## src/rtl/mem_bus_arbiter.sv

```systemverilog
// Three-requester memory bus arbiter: round-robin ownership with hold-until-release,
// per-owner request/response steering, and sticky hold-timeout / stray-response flags.
module mem_bus_arbiter #(
  parameter int TAG_W      = 13,
  parameter int HOLD_LIMIT = 64
) (
  input  logic                 clk,
  input  logic                 reset,
  input  logic [2:0]           m_bid,
  input  logic [2:0]           m_reqcyc,
  input  logic [3*64-1:0]      m_req,
  input  logic [3*TAG_W-1:0]   m_reqtag,
  output logic [2:0]           m_reqack,
  output logic [2:0]           m_respcyc,
  input  logic [2:0]           m_respack,
  output logic [63:0]          m_resp,
  output logic [TAG_W-1:0]     m_resptag,
  output logic [2:0]           grant,
  output logic                 bus_bid,
  output logic                 bus_reqcyc,
  output logic [63:0]          bus_req,
  output logic [TAG_W-1:0]     bus_reqtag,
  input  logic                 bus_reqack,
  input  logic                 bus_respcyc,
  input  logic [63:0]          bus_resp,
  input  logic [TAG_W-1:0]     bus_resptag,
  output logic                 bus_respack,
  output logic                 hold_timeout,
  output logic                 stray_resp
);
  typedef enum logic [1:0] {S_IDLE, S_OWNED, S_RELEASE} state_t;

  localparam logic [15:0] LIMIT = 16'(HOLD_LIMIT);

  state_t      state_q, state_d;
  logic [1:0]  owner_q, owner_d;
  logic [1:0]  ptr_q, ptr_d;
  logic [15:0] cnt_q, cnt_d;
  logic        hto_q, hto_d;
  logic        stray_q, stray_d;
  logic [1:0]  win;
  logic        found;

  always_ff @(posedge clk or posedge reset) begin
    if (reset) begin
      state_q <= S_IDLE;
      owner_q <= 2'd0;
      ptr_q   <= 2'd2;
      cnt_q   <= 16'd0;
      hto_q   <= 1'b0;
      stray_q <= 1'b0;
    end else begin
      state_q <= state_d;
      owner_q <= owner_d;
      ptr_q   <= ptr_d;
      cnt_q   <= cnt_d;
      hto_q   <= hto_d;
      stray_q <= stray_d;
    end
  end

  // Search starts one past the last owner so every bidder is reached within two tenures.
  always_comb begin
    win   = ptr_q;
    found = 1'b0;
    for (int k = 1; k <= 3; k++) begin
      int c;
      c = (int'(ptr_q) + k) % 3;
      if (!found && m_bid[c]) begin
        win   = 2'(c);
        found = 1'b1;
      end
    end
  end

  always_comb begin
    state_d = state_q;
    owner_d = owner_q;
    ptr_d   = ptr_q;
    cnt_d   = cnt_q;
    hto_d   = hto_q;
    stray_d = stray_q;
    case (state_q)
      S_IDLE: begin
        if (|m_bid) begin
          state_d = S_OWNED;
          owner_d = win;
          ptr_d   = win;
          cnt_d   = 16'd0;
        end
      end
      S_OWNED: begin
        if (cnt_q != 16'hFFFF) cnt_d = cnt_q + 16'd1;
        if (cnt_d >= LIMIT) hto_d = 1'b1;
        if (!m_bid[owner_q]) state_d = S_RELEASE;
      end
      S_RELEASE: state_d = S_IDLE;
      default:   state_d = S_IDLE;
    endcase
    if (state_q != S_OWNED && bus_respcyc) stray_d = 1'b1;
  end

  assign m_resp       = bus_resp;
  assign m_resptag    = bus_resptag;
  assign hold_timeout = hto_q;
  assign stray_resp   = stray_q;

  // Unowned: nothing is forwarded, and any bus response is acknowledged to drain it.
  always_comb begin
    grant       = 3'b000;
    bus_bid     = 1'b0;
    bus_reqcyc  = 1'b0;
    bus_req     = 64'd0;
    bus_reqtag  = '0;
    m_reqack    = 3'b000;
    m_respcyc   = 3'b000;
    bus_respack = bus_respcyc;
    if (state_q == S_OWNED) begin
      grant[owner_q]     = 1'b1;
      bus_bid            = 1'b1;
      bus_reqcyc         = m_reqcyc[owner_q];
      bus_req            = m_req[int'(owner_q)*64 +: 64];
      bus_reqtag         = m_reqtag[int'(owner_q)*TAG_W +: TAG_W];
      m_reqack[owner_q]  = bus_reqack;
      m_respcyc[owner_q] = bus_respcyc;
      bus_respack        = m_respack[owner_q];
    end
  end
endmodule

```

## config.mk

```make
export PLATFORM = sky130hd
export DESIGN_NAME = mem_bus_arbiter
export DESIGN_NICKNAME = d
export VERILOG_FILES = /design/src/rtl/mem_bus_arbiter.sv
export SDC_FILE = /design/constraint.sdc
export NUM_CORES = 1
export LEC_CHECK = 0
export ABC_AREA = 1
export CAP_MARGIN = 25
export CORE_AREA = 2 2 193 195
export DETAILED_ROUTE_END_ITERATION = 16
export DIE_AREA = 0 0 195 197
export GPL_ROUTABILITY_DRIVEN = 0
export PLACE_DENSITY = 0.51
export SYNTH_ARGS = -nofsm -noshare
export SYNTH_HDL_FRONTEND = slang
export SYNTH_SLANG_ARGS = --single-unit
```

## constraint.sdc

```tcl
create_clock -name clk -period 4.6 [get_ports clk]
set_input_delay 0.92 -clock clk [delete_from_list [all_inputs] [get_ports clk]]
set_output_delay 0.92 -clock clk [all_outputs]
set_load 0.1 [all_outputs]
```

# Yosys cells after proc, flatten, opt, wreduce, memory -nomap -nowiden
# Index checks and enable logic that the tools add are counted.
word_totals:
  inputBits: 321
  ff_bits: 24
  word_cells: 79
classes:
  muxes: 37
  n_lt_le_gt_ge: 6
  shifts: 2
  multipliers: 1
  n_eq_ne: 5
  add_sub_neg: 4
  n_div: 3
  reduce_logical: 13
  n_bitwise: 2
ops:
  columns: ["operator", "count"]
  rows:
  - ["$shiftx 192x9->64", 1]
  - ["$lt 32x4->1 const B", 3]
  - ["$mod 32x3->32 const B", 3]
  - ["$mux 64", 1]
  - ["$mux 16", 3]
  - ["$shiftx 39x7->13", 1]
  - ["$pmux 16 s2", 1]
  - ["$add 16x1->16 const B", 1]
  - ["$ge 16x7->1 const B", 1]
  - ["$ne 16x16->1 const B", 1]
  - ["$mux 1", 15]
  - ["$mux 13", 1]
  - ["$bmux 1 s2", 6]
  - ["$mux 2", 5]
  - ["$mux 3", 3]
  - ["$reduce_and 2->1", 4]
  - ["$add 2x2->3 const B", 2]
  - ["$and 3x3->3", 2]
  - ["$mul 2x4->6 const B", 1]
  - ["$logic_and 1x1->1", 4]
  - ["$ne 2x2->1 const B", 2]
  - ["$pmux 2 s2", 1]
  - ["$add 2x1->3 const B", 1]
  - ["$lt 2x3->1 const B", 1]
  - ["other kinds (8)", 9]

# Depth between registers and ports, before layout
logic_depth:
  word_depth: 12
  ltp_mapped: 13

# Least setup slack after synthesis
# No wires, ideal clock.
synth_path:
  path_type: "register to output"
  startpoint: "register state_q[1]"
  endpoint: "output m_reqack[0]"
  path_buffers: 2
  stages_incl_launch_ff: 8
  slack_ps: 938
  arrival_time_ps: 2742
  cell_sequence: "dfrtp_1 nor2_4 inv_2 buf_2 nor2_2 buf_2 inv_2 nor2_1"
synth_via:
  elab_chain_len: 2
synth_rtl:
  columns: ["element", "line", "rtl"]
  rows:
  - ["from (decl)", "35", "state_t state_q, state_d;"]
  - ["from (signal assigned)", "53", "state_q <= state_d;"]
  - ["$eq 2x1->1", "118", "if (state_q == S_OWNED) begin"]
  - ["$mux 3", "118", null]
  - ["to (decl)", "13", "output logic [2:0] m_reqack,"]
# No other way between the ends.

# Final worst setup path
layout_path:
  startpoint: "register owner_q[0]"
  endpoint: "output bus_req[46]"
layout_via:
  elab_chain_len: 2
layout_rtl:
  columns: ["element", "line", "rtl"]
  rows:
  - ["from (decl)", "36", "logic [1:0] owner_q, owner_d;"]
  - ["from (signal assigned)", "54", "owner_q <= owner_d;"]
  - ["$shiftx 192x9->64", "122", "bus_req = m_req[int'(owner_q)*64 +: 64];"]
  - ["$mux 64", "118", null]
  - ["to (decl)", "21", "output logic [63:0] bus_req,"]
# No other way between the ends.

==> summary by stage <==
Setup path
For the worst setup path, the data required time is 3.68 ns. The element type at the critical path start is a register. The worst setup path is of the reg2out kind.

Along the worst path, the maximum fanout reaches 25. Walking the worst path, the cells encountered are nor2_4 -> inv_1 -> nor2_2 -> buf_4 -> nand2_1 -> nand3_1 -> buf_12. The kind of capture point of the worst setup path is an output port.

Among all stages on the critical path, the largest delay is contributed by sky130_fd_sc_hd__dfrtp_1. On the worst path, the slowest cell contributes a delay of 0.52 ns. Data arrives at the worst endpoint at 2.35 ns.

Hold path
The tightest min-delay check is of the reg2reg type.

Cells and area
The final layout contains 1295 nets. The repair_antennas step left the layout with diodes totalling 0. The share of the core filled with cells in the final layout is 0.215. The layout cell share with drive strength beyond 1 is 0.149. From synthesis to final layout, the design area changed by 93.6%.

The final instance count without filler cells is 1438.

Power
The combinational power share is 0.912. Summed over all nets, the switching power comes to 3.79 mW. Of the total power, the clock network draws 0.036. After layout, the design draws a total of 5.57 mW.

The net switching fraction of the power is 0.680. The proportion of power drawn by flip-flops and latches is 0.052. The internal power contribution is 1.78 mW.

For this design the ratio of total power to cell area is 715 nW/um^2. In this run the static leakage power is 3.52 nW. The peak supply drop is 0.478 mV.

Global route
The number of antenna violations at the first check in global routing is 2. The maximum number of pins on one net before global-route repair is 59. The first global-routing pass estimated 33.5 mm of wire. Across every metal layer, demand over resource in global routing totals 0.116.

The via count of the first global-routing pass is 5251. The leftover overflow at the end of global routing is 0.

Timing
The final critical-path required period is 3.27 ns. Timing would allow up to 0.306 GHz. Setup violations remaining at the end of the flow were counted as 0. The count of endpoints failing hold in the final timing report came to 0. At the pin with the least slew margin, the transition time is 0.961 ns. The headroom to the max-slew limit is 0.358. Setup repair after global routing left no endpoint under its margin. The aggregate negative setup slack is 0 ns. The worst-case clock skew is 0.0103 ns. Of the available clock period, the critical path in the final layout requires 0.711. The final max-slew violation count was 0.

Floorplanning
The cell row count is 70. The floorplan step defined a die boundary enclosing 38400 sq um. The floorplan step defined a core boundary enclosing 36300 sq um. The die is 195 um wide. For this configuration, the core starts out at a cell density of 0.111. The number of ports placed on the die boundary is 489. The die is 197 um tall.

Detailed routing
Summed over all layers, the routed wires come to 24.1 mm. For this block, the initial DRC count from the detailed router was 254. In the routed layout, each cell is associated on average with a via count of 3.74.

The vias after detailed routing is 5373. Dividing the detail-routed wire length by the instance count gives 16.8 um. The first-pass iteration count of the detailed router is 4. Once detail routing completed, the nets flagged for antenna violations numbered 0. For this run, design rule violations remaining after detail routing come to 0.

Yosys
The mean area per synthesized cell is 5.50 sq um. The flop and latch count out of synthesis is 23. Counting instances in the post-synthesis netlist gives the leading cell types as sky130_fd_sc_hd__nand2_1, sky130_fd_sc_hd__nand3_1, sky130_fd_sc_hd__buf_4, sky130_fd_sc_hd__inv_1, sky130_fd_sc_hd__a22oi_1. Synthesis produced a netlist with a net count of 1056. The flip-flop cell with the highest count after synthesis is sky130_fd_sc_hd__dfrtp_1. The top cell type's share of synthesized area is 0.288. The synthesized design contains 0 enable-type register cells. For this run, the register share of the synthesized area comes to 0.143. The post-synthesis cell type count is 35. The Yosys step of the flow raised 0 warnings. The synthesized cell area is 4030 sq um. sky130_fd_sc_hd__nand2_1 is the most common cell in the netlist.

The instance count of the mapped netlist is 732. The async set-reset flop share out of synthesis is 1.00. The post-synthesis cell type with the largest combined area is sky130_fd_sc_hd__nand2_1. Sorting the synthesized cells by area gives the leading types as sky130_fd_sc_hd__nand2_1, sky130_fd_sc_hd__buf_4, sky130_fd_sc_hd__dfrtp_1.

CTS
The count of clock tree sinks is 23. The clock latency reported for the late side of the worst-skew pair is 0.27 ns. The depth of the CTS H-tree is 1. After clock tree synthesis, the clock-pin slew on the worst setup and hold paths is 0.07 ns.

The number of buffers on the longest clock path is 2. The cts-stage hold buffer count is 0. In this run, CTS created clock tree buffers numbering 3.

The post-CTS setup buffer count is 0. The root cell of the clock tree is sky130_fd_sc_hd__clkbuf_16. The TritonCTS clock tree is built.

The number of instances resized during post-cts repair is 0.

Run
Across the run, the number of max-cap violations was 0.

Placed design
The instance count after placement with tap cells included is 1433. The detailed placement HPWL is 20.4 mm. The number of buffer cells added on primary ports is 334.

Outcome
The run finished with clean final reports.
-- flip-flops by register name (all words and copies together) (netlist names) --
| name | count |
|---|---|
| ptr_q | 1 |
| cnt_q | 16 |
| hold_timeout | 1 |
| stray_resp | 1 |
| owner_q | 2 |
| state_q | 2 |
-- power groups by stage --
| stage | Combinational [mW] | Sequential [mW] | Clock, mW |
|---|---|---|---|
| after global placement | 5.14 | 0.294 | 0 |
| after floorplan | 3.75 | 0.303 | 0 |
| after detailed placement | 5.13 | 0.294 | 0 |
| after CTS | 5.15 | 0.291 | 0.206 |
| final | 5.08 | 0.291 | 0.202 |
| after global routing | 5.32 | 0.297 | 0.216 |
-- final cells by class --
| type | count | area (sq um) |
|---|---|---|
| clock buffer | 3 | 75.1 |
| clock inverter | 1 | 7.51 |
| fill | 4166 | 28500 |
| inverter | 85 | 324 |
| multi-input combinational | 515 | 2420 |
| sequential | 23 | 577 |
| tap | 468 | 586 |
| timing repair buffer | 343 | 3810 |
-- worst max-delay path: cells and delay by family, from the launching register on --
kind | cells | cell delay, ns
buffers and inverters | 3 | 0.67
DFF | 1 | 0.52
and+or+nand+nor | 4 | 0.88
-- through the flow --
step / hold WS, ns / setup WS, ns / cell area, sq um
6_report: 0.462 / 1.33 / 7790
5_1_grt: 0.514 / 1.11 / 7790
3_3_place_gp: 0.450 / 1.43 / 7680
3_5_place_dp: 0.453 / 1.48 / 7680
2_1_floorplan: 0.465 / 0.938 / 4030
4_1_cts: 0.470 / 1.28 / 7770
-- layer usage --
metal / global-route usage / vias up / part of all wire
met5: 0.00255 / - / 0
met4: 0.0455 / 0 / 0.042
met3: 0.0364 / 28 / 0.078
met2: 0.222 / 252 / 0.54
met1: 0.117 / 2396 / 0.34
li1: - / 2697 / -
-- cells in the final DEF, fill, tap and decap left out, drive strengths merged --
master	instances
ha	3
a21oi	10
buf	98
o21ai	14
clkdlybuf4s50	245
nor3	2
o31ai	1
nand3b	1
a31oi	4
nor2	37
dfrtp	22
clkbuf	3
nand3	81
nand2	318
a22oi	25
clkinv	2
clkinvlp	1
and2	1
inv	83
nor2b	1
xor2	1
o22ai	4
nand4	9
dfstp	1
o211ai	3
-- cell families after synthesis --
logic type	share of synthesized area
buffers and inverters	0.263
AO/OA/AOI/OAI	0.0973
XOR/XNOR	0.00218
adder cells (fa/ha/maj)	0.00933
flip-flops	0.143
AND/OR/NAND/NOR	0.485
-- path summary, 6_finish.rpt --
kind	slack [ns]	startpoint	depth (start not counted)	end
worst max-delay path	1.33	owner_q[0]	7	bus_req[46]
worst min-delay path	0.46	hold_timeout	2	hold_timeout
worst max register to register	2.47	owner_q[0]	10	owner_q[1]
worst min register to register	0.46	hold_timeout	2	hold_timeout
max in group asynchronous	3.24	reset	3	ptr_q[1]
min in group asynchronous	0.89	reset	2	hold_timeout
Note: power is estimated with default switching activity, not from simulation.
